--- config.mk ---
export PLATFORM = sky130hd
export DESIGN_NAME = sha256_msg_schedule_flat
export DESIGN_NICKNAME = d
export VERILOG_FILES = /design/src/rtl/sha256_msg_schedule_if.sv /design/src/rtl/sha256_msg_schedule.sv /design/src/flat_wrapper.sv
export SDC_FILE = /design/constraint.sdc
export NUM_CORES = 1
export LEC_CHECK = 0
export ABC_AREA = 1
export CAP_MARGIN = 5
export CORE_ASPECT_RATIO = 1.4
export CORE_MARGIN = 1
export CORE_UTILIZATION = 35
export CTS_CLUSTER_SIZE = 25
export DETAILED_ROUTE_END_ITERATION = 10
export SLEW_MARGIN = 15
export SYNTH_ARGS = -nofsm -noshare
export SYNTH_HDL_FRONTEND = slang
export SYNTH_SLANG_ARGS = --single-unit
--- constraint.sdc ---
create_clock -name CLK -period 15.45 [get_ports CLK]
set_clock_uncertainty 0.05 [all_clocks]
set_input_delay 3.09 -clock CLK [delete_from_list [all_inputs] [get_ports CLK]]
set_output_delay 3.09 -clock CLK [all_outputs]
set_load 0.05 [all_outputs]
--- src/rtl/sha256_msg_schedule_if.sv ---
// Block-load and schedule-word handshake between the SHA-256 message schedule and its neighbours.
// The schedule stage attaches through the slave modport; its driver uses the master modport.
interface sha256_msg_schedule_if;
    logic        start;
    logic        word_valid_i;
    logic [31:0] word_i;
    logic        word_ready_o;
    logic        adv_i;
    logic [31:0] w_o;
    logic        w_valid_o;
    logic [5:0]  t_o;
    logic        last_o;
    logic        done_o;

    modport slave (
        input  start, word_valid_i, word_i, adv_i,
        output word_ready_o, w_o, w_valid_o, t_o, last_o, done_o
    );

    modport master (
        output start, word_valid_i, word_i, adv_i,
        input  word_ready_o, w_o, w_valid_o, t_o, last_o, done_o
    );
endinterface

--- src/rtl/sha256_msg_schedule.sv ---
// SHA-256 message schedule: loads 16 message words, then emits W_0..W_63 from a 16-word
// sliding window, one word per advance.
module sha256_msg_schedule (
    input logic                  CLK,
    input logic                  RST,
    sha256_msg_schedule_if.slave bus
);
    typedef enum logic [1:0] {StIdle, StLoad, StExpand} state_e;

    state_e      state_q;
    logic [31:0] win_q [16];
    logic [3:0]  cnt_q;
    logic [5:0]  t_q;
    logic        done_q;
    logic [31:0] w_next;

    function automatic logic [31:0] sigma0(input logic [31:0] x);
        return {x[6:0], x[31:7]} ^ {x[17:0], x[31:18]} ^ {3'b000, x[31:3]};
    endfunction

    function automatic logic [31:0] sigma1(input logic [31:0] x);
        return {x[16:0], x[31:17]} ^ {x[18:0], x[31:19]} ^ {10'b0, x[31:10]};
    endfunction

    // Window holds W_t..W_{t+15}; the pushed word is W_{t+16}.
    assign w_next = sigma1(win_q[14]) + win_q[9] + sigma0(win_q[1]) + win_q[0];

    always_ff @(posedge CLK) begin
        if (RST) begin
            state_q <= StIdle;
            cnt_q   <= '0;
            t_q     <= '0;
            done_q  <= 1'b0;
            for (int i = 0; i < 16; i++) begin
                win_q[i] <= '0;
            end
        end else begin
            done_q <= 1'b0;
            unique case (state_q)
                StIdle: begin
                    if (bus.start) begin
                        state_q <= StLoad;
                        cnt_q   <= '0;
                    end
                end
                StLoad: begin
                    if (bus.word_valid_i) begin
                        for (int i = 0; i < 15; i++) begin
                            win_q[i] <= win_q[i+1];
                        end
                        win_q[15] <= bus.word_i;
                        cnt_q     <= cnt_q + 4'd1;
                        if (cnt_q == 4'd15) begin
                            state_q <= StExpand;
                            t_q     <= '0;
                        end
                    end
                end
                StExpand: begin
                    if (bus.adv_i) begin
                        for (int i = 0; i < 15; i++) begin
                            win_q[i] <= win_q[i+1];
                        end
                        win_q[15] <= w_next;
                        t_q       <= t_q + 6'd1;
                        if (t_q == 6'd63) begin
                            state_q <= StIdle;
                            done_q  <= 1'b1;
                        end
                    end
                end
                default: state_q <= StIdle;
            endcase
        end
    end

    assign bus.word_ready_o = (state_q == StLoad);
    assign bus.w_valid_o    = (state_q == StExpand);
    assign bus.w_o          = (state_q == StExpand) ? win_q[0] : '0;
    assign bus.t_o          = t_q;
    assign bus.last_o       = (state_q == StExpand) && (t_q == 6'd63);
    assign bus.done_o       = done_q;
endmodule
--- src/flat_wrapper.sv ---
// flat-port wrapper written by rule: the top's interface ports become plain ports
module sha256_msg_schedule_flat 
  (CLK, RST, bus_start, bus_word_valid_i, bus_word_i, bus_adv_i, bus_word_ready_o, bus_w_o, bus_w_valid_o, bus_t_o, bus_last_o, bus_done_o);
  sha256_msg_schedule_if bus_i ();
  input logic CLK;
  input logic RST;
  input wire logic [$bits(bus_i.start)-1:0] bus_start;
  input wire logic [$bits(bus_i.word_valid_i)-1:0] bus_word_valid_i;
  input wire logic [$bits(bus_i.word_i)-1:0] bus_word_i;
  input wire logic [$bits(bus_i.adv_i)-1:0] bus_adv_i;
  output wire logic [$bits(bus_i.word_ready_o)-1:0] bus_word_ready_o;
  output wire logic [$bits(bus_i.w_o)-1:0] bus_w_o;
  output wire logic [$bits(bus_i.w_valid_o)-1:0] bus_w_valid_o;
  output wire logic [$bits(bus_i.t_o)-1:0] bus_t_o;
  output wire logic [$bits(bus_i.last_o)-1:0] bus_last_o;
  output wire logic [$bits(bus_i.done_o)-1:0] bus_done_o;
  assign bus_i.start = bus_start;
  assign bus_i.word_valid_i = bus_word_valid_i;
  assign bus_i.word_i = bus_word_i;
  assign bus_i.adv_i = bus_adv_i;
  assign bus_word_ready_o = bus_i.word_ready_o;
  assign bus_w_o = bus_i.w_o;
  assign bus_w_valid_o = bus_i.w_valid_o;
  assign bus_t_o = bus_i.t_o;
  assign bus_last_o = bus_i.last_o;
  assign bus_done_o = bus_i.done_o;
  sha256_msg_schedule u_core (.CLK(CLK), .RST(RST), .bus(bus_i));
endmodule
## Yosys cells after proc, flatten, opt, wreduce, memory -nomap -nowiden

Memories as Yosys holds them, arrays and structs flattened.
Cells that the tools add are included.

| cells by class | value |
|---|---|
| reduce and logical (&&, ||, !) cells | 8 |
| $add $sub $neg | 5 |
| muxes and demuxes | 57 |
| equal/unequal tests | 9 |
| bitwise operators | 38 |

Operator list:

| operator | count |
|---|---|
| 2-to-1 mux 32 bit | 33 |
| adder 32 bit | 3 |
| XOR 32 bit | 2 |
| OR 1 bit | 32 |
| XOR 32 x 22 -> 32 bit | 1 |
| XOR 32 x 29 -> 32 bit | 1 |
| 2-to-1 mux 6 bit | 3 |
| case mux 6 bit (2 select lines) | 1 |
| 2-to-1 mux 1 bit | 11 |
| 2-to-1 mux 2 bit | 5 |
| 2-to-1 mux 4 bit | 2 |
| case mux 4 bit (2 select lines) | 1 |
| adder 6 x 1 -> 6 bit (second input constant) | 1 |
| == test 6 bit (second input constant) | 1 |
| inequality test 2 bit (second input constant) | 3 |
| case mux 2 bit (3 select lines) | 1 |
| AND reduction 5 bit | 1 |
| adder 4 x 1 -> 4 bit (second input constant) | 1 |
| == test 4 bit (second input constant) | 1 |
| inequality test 2 x 1 -> 1 bit (second input constant) | 2 |
| AND reduction 4 bit | 1 |
| nonzero test 2 bit | 2 |
| AND reduction 3 bit | 1 |
| OR reduction 3 bit | 1 |
| other kinds (5) | 6 |

| storage, ports and cells | value |
|---|---|
| register bits | 13 |
| input bits | 37 |
| memories kept | 1 |
| RAM bits | 512 |
| word-level logic and storage cells | 122 |

Memory list:

| name | words | bits a word | read ports | clocked after Yosys merged registers in | wr ports | RTL line | RTL |
|---|---|---|---|---|---|---|---|
| u_core.win_q | 16 | 32 | 16 | 0 | 16 | sha256_msg_schedule.sv:11 | `logic [31:0] win_q [16];` |

## Logic depth before layout (Yosys ltp)

Gate-level depths: netlist of the first run.

| depth | value |
|---|---|
| depth in word-level cells | 6 |
| mapped depth | 20 |
| gate-level depth less buffers | 20 |

## Worst setup path before layout of the first run

OpenSTA, ideal clock, no wires.

| timing | value |
|---|---|
| kind | input-to-reg |
| start point | in RST |
| end point | mem u_core.win_q[0][0], enable pin |
| setup time | 1.974 ns |
| required time | 13.427 ns |
| setup slack | 5.551 ns |
| data arrival time | 7.876 ns |
| buffers on the path | 1 |
| cell stages on the path | 5 |
| cells stage by stage | inv_2 o21ai_0 clkinv_1 clkbuf_1 nand2_1 |

RTL lines:

| what | RTL line | RTL |
|---|---|---|
| start, declared | flat_wrapper.sv:6 | `input logic RST;` |
| end, declared | sha256_msg_schedule.sv:11 |  |

## Worst setup path after layout of the first run

| timing | value |
|---|---|
| start point | reg u_core.state_q[1] |
| end point | out bus_w_o[31] |

| between the ends | value |
|---|---|
| cells in the longest elaborated chain, start to end | 2 |

Ends and longest elaborated chain:

| what | RTL line | RTL |
|---|---|---|
| start, declared | sha256_msg_schedule.sv:10 | `state_e state_q;` |
| start signal, assigned | sha256_msg_schedule.sv:30 | `state_q <= StIdle;` |
| start signal, assigned | sha256_msg_schedule.sv:42 | `state_q <= StLoad;` |
| start signal, assigned | sha256_msg_schedule.sv:54 | `state_q <= StExpand;` |
| == test 2 bit | sha256_msg_schedule.sv:79 | `assign bus.w_o = (state_q == StExpand) ? win_q[0] : '0;` |
| 2-to-1 mux 32 bit | sha256_msg_schedule.sv:79 |  |
| end, declared | flat_wrapper.sv:12 | `output wire logic [$bits(bus_i.w_o)-1:0] bus_w_o;` |

No other way between the ends.

==> reports/qor.txt, run 1 <==
Cell family with most CP delay: buffers and inverters
Core Box Area: 72600 sq um
Max Fanout on Critical Path: 22
Power density over cell area: 145 nW/um^2
Clk buf depth: 3
WL per Instance: 16.4 um
HP Start: u_core.cnt_q[2]$_SDFFE_PP0P_
ANT cells: 0
Worst reg-to-reg setup slack: 10.75 ns
Worst endpoint data arrival time: 2.86 ns
Hold EP: u_core.cnt_q[2]$_SDFFE_PP0P_
Number of synthesized flops with an enable pin: 512
DIE WIDTH: 231 um
Final worst-path cycle share: 0.389
R2R Path Start: u_core.win_q[1][4]$_SDFFCE_PN0P_
Flops & latches, synth: 525
FP Rows: 117
Area delta synth->final: 13.3%
Initial antenna violation count: 0
Most common cell after layout, fill and taps aside: inv_1
CP bufs+invs: 2
R2r endpoint: u_core.win_q[15][19]$_DFFE_PP_
Max-cap violations: 0
GR Overflow Total: 0
Final setup violation count: 0
I/O Pins: 79
Maximum clock frequency: 167 MHz
Iteration-0 DRC Markers: 1230
Critical-path top delay cell: clkdlybuf4s50_1
TritonCTS clock tree: done
Share of layout cells above drive strength 1: 0.0353
Largest net degree at the start of global routing: 193
Slew headroom: 0.239
Setup bufs post-CTS: 0
Initial Utilization: 0.353
Crit path launch type: flip-flop
Final worst path period need: 6.00 ns
Syn avg cell area: 9.94 sq um
CTS clk-pin slew, worst paths: 0.06 ns
Maximum vdd drop: 0.0000889 V
Run status: finished clean
Synth unique cells: 36
Hold crit path type: reg -> reg
CP peak stage delay: 0.86 ns
Syn. warnings: 0
Mapped Area: 25600 sq um
GPL Wtd Cong: 0.924
Post-Syn Nets: 2709
Height of the die: 322 um
Cts repair resizes: 0
Total CTS buffers: 50
Worst-Margin Slew: 1.14 ns
Sink Count: 525
Clock Latency Late Sink: 0.60 ns
R2R depth: 17
Final Util: 0.400
Drt pass-1 iters: 5
H-Tree Depth: 2
Final hold violations: 0
Setup_tns: 0 ns
Routed via count: 15900
Cell breakdown of the critical path: nand2_2, buf_4, nor2_1, clkdlybuf4s50_1
Slew Viols, Final: 0
Ys async rst share: 0
Final Routed Wirelength: 59600 um
Unrepaired setup endpoints after global routing: no
Final nets: 2785
LEAKAGE: 0.0129 uW
Root Driver: clkbuf_16
Most used DFF post-synth: edfxtp_1
Commonest non-fill, non-tap cells in the layout: inv_1, nor2_1, edfxtp_1
Vias in the first global route: 15500
Global-route wire length before repair: 90900 um
Cells after Synth: 2577
Remaining DRCs: 0
CTS Hold Bufs: 0
Hold Crit Depth: 2
Final ANT Viol Nets: 0
DP Wirelength: 42600 um
WS Path Type: reg -> out
Number of I/O port buffers: 78
Full die area: 74300 sq um
Vias per cell: 4.35
Worst EP required: 12.31 ns
Critical path endpoint category: output pin
Sequential-to-total area share from yosys stat: 0.610
Total track usage: 0.164
[flip-flops by register name, indices dropped and copies added (netlist names)]
register / cells
u_core.state_q: 2
u_core.bus.t_o: 6
u_core.win_q: 512
u_core.bus.done_o: 1
u_core.cnt_q: 4
[worst max path at each step]
| stage | slack (ns) | depth (start not counted) | start | to |
|---|---|---|---|---|
| 3_5_place_dp | 9.08 | 9 | bus_adv_i | u_core.win_q[1][23]$_SDFFCE_PN0P_ |
| 4_1_cts | 9.39 | 4 | u_core.state_q[1]$_SDFFE_PP0P_ | bus_w_o[31] |
| 2_1_floorplan | 5.55 | 5 | RST | u_core.win_q[0][0]$_DFFE_PP_ |
| 6_report | 9.45 | 4 | u_core.state_q[1]$_SDFFE_PP0P_ | bus_w_o[31] |
| 3_3_place_gp | 9.10 | 7 | bus_adv_i | u_core.win_q[8][30]$_DFFE_PP_ |
| 5_1_grt | 9.34 | 4 | u_core.state_q[1]$_SDFFE_PP0P_ | bus_w_o[31] |
[worst reg2reg max path, stage by stage (launching register included)]
cell and delay [ns]:
edfxtp_1 0.59, xnor2_1 0.27, xor2_1 0.27, inv_1 0.11
fa_1 0.52, inv_1 0.05, fa_1 0.43, inv_1 0.07
ha_1 0.25, inv_1 0.09, fa_1 0.46, inv_1 0.13
nand3_1 0.09, nand3_1 0.24, nand2_1 0.09, nand2_1 0.08
nor2_1 0.04, o21ai_0 0.56
[cells in the mapped netlist (all sizes together), types with 29 or more instances]
cell | n | area share
inv | 770 | 0.11
nand2 | 286 | 0.042
a21oi | 32 | 0.0067
nand3 | 48 | 0.0096
buf | 35 | 0.0074
clkbuf | 29 | 0.0042
edfxtp | 512 | 0.60
xor2 | 68 | 0.023
ha | 33 | 0.016
fa | 62 | 0.048
xnor2 | 63 | 0.022
nor2 | 567 | 0.083
[logic make-up (layout without fill, tap and decap cells)]
kind of cell | count (synthesis) | after routing | share of synthesized area
simple gates | 928 | 928 | 0.141
buf+inv | 835 | 950 | 0.125
flops | 525 | 525 | 0.610
xor+xnor | 131 | 131 | 0.0448
fa+ha+maj | 95 | 95 | 0.0646
compound gates | 63 | 63 | 0.0144
[through the flow]
| stage | setup slack [ns] | total power, uW | instances | hold WS, ns | instance area (sq um) |
|---|---|---|---|---|---|
| floorplan | 5.55 | 2610 | 2577 | 0.408 | 25600 |
| finish | 9.45 | 4210 | 3644 | 0.458 | 29000 |
| CTS | 9.39 | 4240 | 3644 | 0.452 | 29000 |
| detailed placement | 9.08 | 3000 | 3553 | 0.438 | 27400 |
| global route | 9.34 | 4460 | 3644 | 0.490 | 29000 |
| global placement | 9.10 | 2990 | 3553 | 0.427 | 27400 |
[per-layer routing]
metal	vias to the layer above	share of wire	global-route usage
met3	119	0.042	0.0199
met2	376	0.51	0.289
met4	0	0.051	0.0811
met1	7558	0.40	0.196
li1	7816	-	-
met5	-	0	0
[final cells by class]
type | count | area, sq um
clock buffers | 58 | 1280
clock inverters | 33 | 324
fillers | 7208 | 43600
inverters | 771 | 2890
multi-input cells | 1217 | 6810
flip-flops and latches | 525 | 15600
well taps | 952 | 1190
repair buffers | 88 | 891
[where the power goes]
group          internal, uW  switching (uW)
clock network           682             542
registers              1670            58.4
logic                   404             850
total                  2760            1450
No activity file was read; power rests on OpenSTA's default activity.
==> inputs of run 2 (changes only) <==
==> constraint.sdc (replaced) <==
create_clock -name CLK -period 5.8 [get_ports CLK]
set_clock_uncertainty 0.05 [all_clocks]
set_input_delay 1.16 -clock CLK [delete_from_list [all_inputs] [get_ports CLK]]
set_output_delay 1.16 -clock CLK [all_outputs]
set_load 0.05 [all_outputs]
==> run 2 against run 1 <==
Effect of this change:
- non-clock buffer count is 5 higher
- sequential power grew to 2.7 times the previous value
- clock power grew to 2.6 times the previous value
- hold slack better by 0.0086 ns
- die area stayed put
- largest cell class unchanged
- flip-flop and latch count stayed put
- clock-buffer cell count is 4 higher
- highest routed layer unchanged
==> reports/qor.txt, run 2 (synthesis gave the netlist of run 1 again) <==
Worst-Margin Slew: 0.963 ns
R2R Path Start: u_core.win_q[1][4]$_SDFFCE_PN0P_
Routed via count: 15800
Full die area: 74300 sq um
Worst endpoint data arrival time: 4.55 ns
WL per Instance: 16.5 um
Unrepaired setup endpoints after global routing: no
Final nets: 2791
DIE WIDTH: 231 um
Cell breakdown of the critical path: xnor2_1, xor2_1, inv_1, fa_1, inv_1, fa_1, inv_1, ha_1, inv_1, fa_1, inv_1, nand3_1, nand3_1, nand2_1, nand2_1, nand4_1, nand2_1, nand2_1, nand3_1, nand2_1
DP Wirelength: 43300 um
I/O Pins: 79
Initial Utilization: 0.353
Total track usage: 0.166
Worst EP required: 6.10 ns
Clk buf depth: 3
Post-DP Area: 27500 sq um
Largest net degree at the start of global routing: 97
Largest Register: u_core.win_q
Cts repair resizes: 0
GPL Wtd Cong: 0.903
Core Box Area: 72600 sq um
Setup bufs post-CTS: 0
Global-route wire length before repair: 92100 um
Commonest non-fill, non-tap cells in the layout: inv_1, nor2_1, edfxtp_1
Drt pass-1 iters: 6
CP bufs+invs: 5
Height of the die: 322 um
Crit path launch type: flip-flop
H-Tree Depth: 2
Clock Latency Late Sink: 0.60 ns
Final Routed Wirelength: 60300 um
Slew headroom: 0.358
Critical path endpoint category: flip-flop
Final worst-path cycle share: 0.732
Share of layout cells above drive strength 1: 0.0385
Vias per cell: 4.32
Setup_tns: 0 ns
Maximum vdd drop: 0.000254 V
CTS Hold Bufs: 0
Number of I/O port buffers: 78
TritonCTS clock tree: done
ANT cells: 0
GR Overflow Total: 0
WS Path Type: reg -> reg
Hold crit path type: reg -> reg
Most common cell after layout, fill and taps aside: inv_1
CTS clk-pin slew, worst paths: 0.06 ns
Final setup violation count: 0
Final worst path period need: 4.25 ns
Max-cap violations: 0
Max Fanout on Critical Path: 5
Run status: finished clean
Area delta synth->final: 13.7%
Maximum clock frequency: 235 MHz
LEAKAGE: 0.0129 uW
Post-layout instance area: 29100 sq um
Total CTS buffers: 51
Vias in the first global route: 15600
HP Start: u_core.cnt_q[0]$_SDFFE_PP0P_
Initial antenna violation count: 0
Power, Total: 11200 uW
Slew Viols, Final: 0
Final hold violations: 0
Remaining DRCs: 0
Final ANT Viol Nets: 0
Largest register FFs: 512
Critical-path top delay cell: fa_1
Root Driver: clkbuf_16
Cell family with most CP delay: adder cells
Iteration-0 DRC Markers: 1100
FP Rows: 117
CP peak stage delay: 0.55 ns
Sink Count: 525
Worst setup startpoint: u_core.win_q[1][4]$_SDFFCE_PN0P_
Power density over cell area: 385 nW/um^2
[run 2: report_power, final]
group | total, uW | switching, uW | internal, uW
clock | 3220 | 1450 | 1760
combinational | 3380 | 2300 | 1080
sequential | 4610 | 156 | 4450
total | 11200 | 3910 | 7300
[run 2: final cells by class]
class / instances / area, sq um
timing repair buffer: 93 / 1000
clock inverter: 33 / 233
tap: 952 / 1190
clock buffer: 62 / 1360
sequential: 525 / 15600
multi-input combinational: 1217 / 6820
fill: 7228 / 43500
inverter: 771 / 2890
[run 2: per-stage QoR]
stage | util | hold WS (ns) | worst slack [ns] | cells
2_1_floorplan | - | 0.408 | 0.374 | 2577
3_3_place_gp | 0.379 | 0.426 | 1.30 | 3558
3_5_place_dp | 0.379 | 0.447 | 1.28 | 3558
4_1_cts | 0.401 | 0.471 | 1.55 | 3653
5_1_grt | 0.401 | 0.484 | 1.26 | 3653
6_report | 0.401 | 0.467 | 1.55 | 3653
[run 2: per-layer routing]
metal	global-route usage	wire [um]	vias up
met5	0	0	-
met4	0.0787	2860	0
met3	0.0188	2290	106
met2	0.297	31100	319
met1	0.198	24100	7520
li1	-	-	7837
[run 2: worst reg2reg max path, stage by stage, from the launching register on]
cell,delay (ns)
edfxtp_1,0.49
xnor2_1,0.23
xor2_1,0.17
inv_1,0.10
fa_1,0.55
inv_1,0.06
fa_1,0.44
inv_1,0.08
ha_1,0.24
inv_1,0.09
fa_1,0.46
inv_1,0.14
nand3_1,0.09
nand3_1,0.24
nand2_1,0.09
nand2_1,0.14
nand4_1,0.13
nand2_1,0.09
nand2_1,0.04
nand3_1,0.08
nand2_1,0.06
[run 2: path summary, 6_finish.rpt]
kind / slack (ns) / end / cells after the start
hold reg to reg: 0.47 / u_core.cnt_q[0]$_SDFFE_PP0P_ / 2
setup / recovery: 1.55 / u_core.win_q[15][17]$_DFFE_PP_ / 20
setup reg to reg: 1.55 / u_core.win_q[15][17]$_DFFE_PP_ / 20
hold / removal: 0.47 / u_core.cnt_q[0]$_SDFFE_PP0P_ / 2
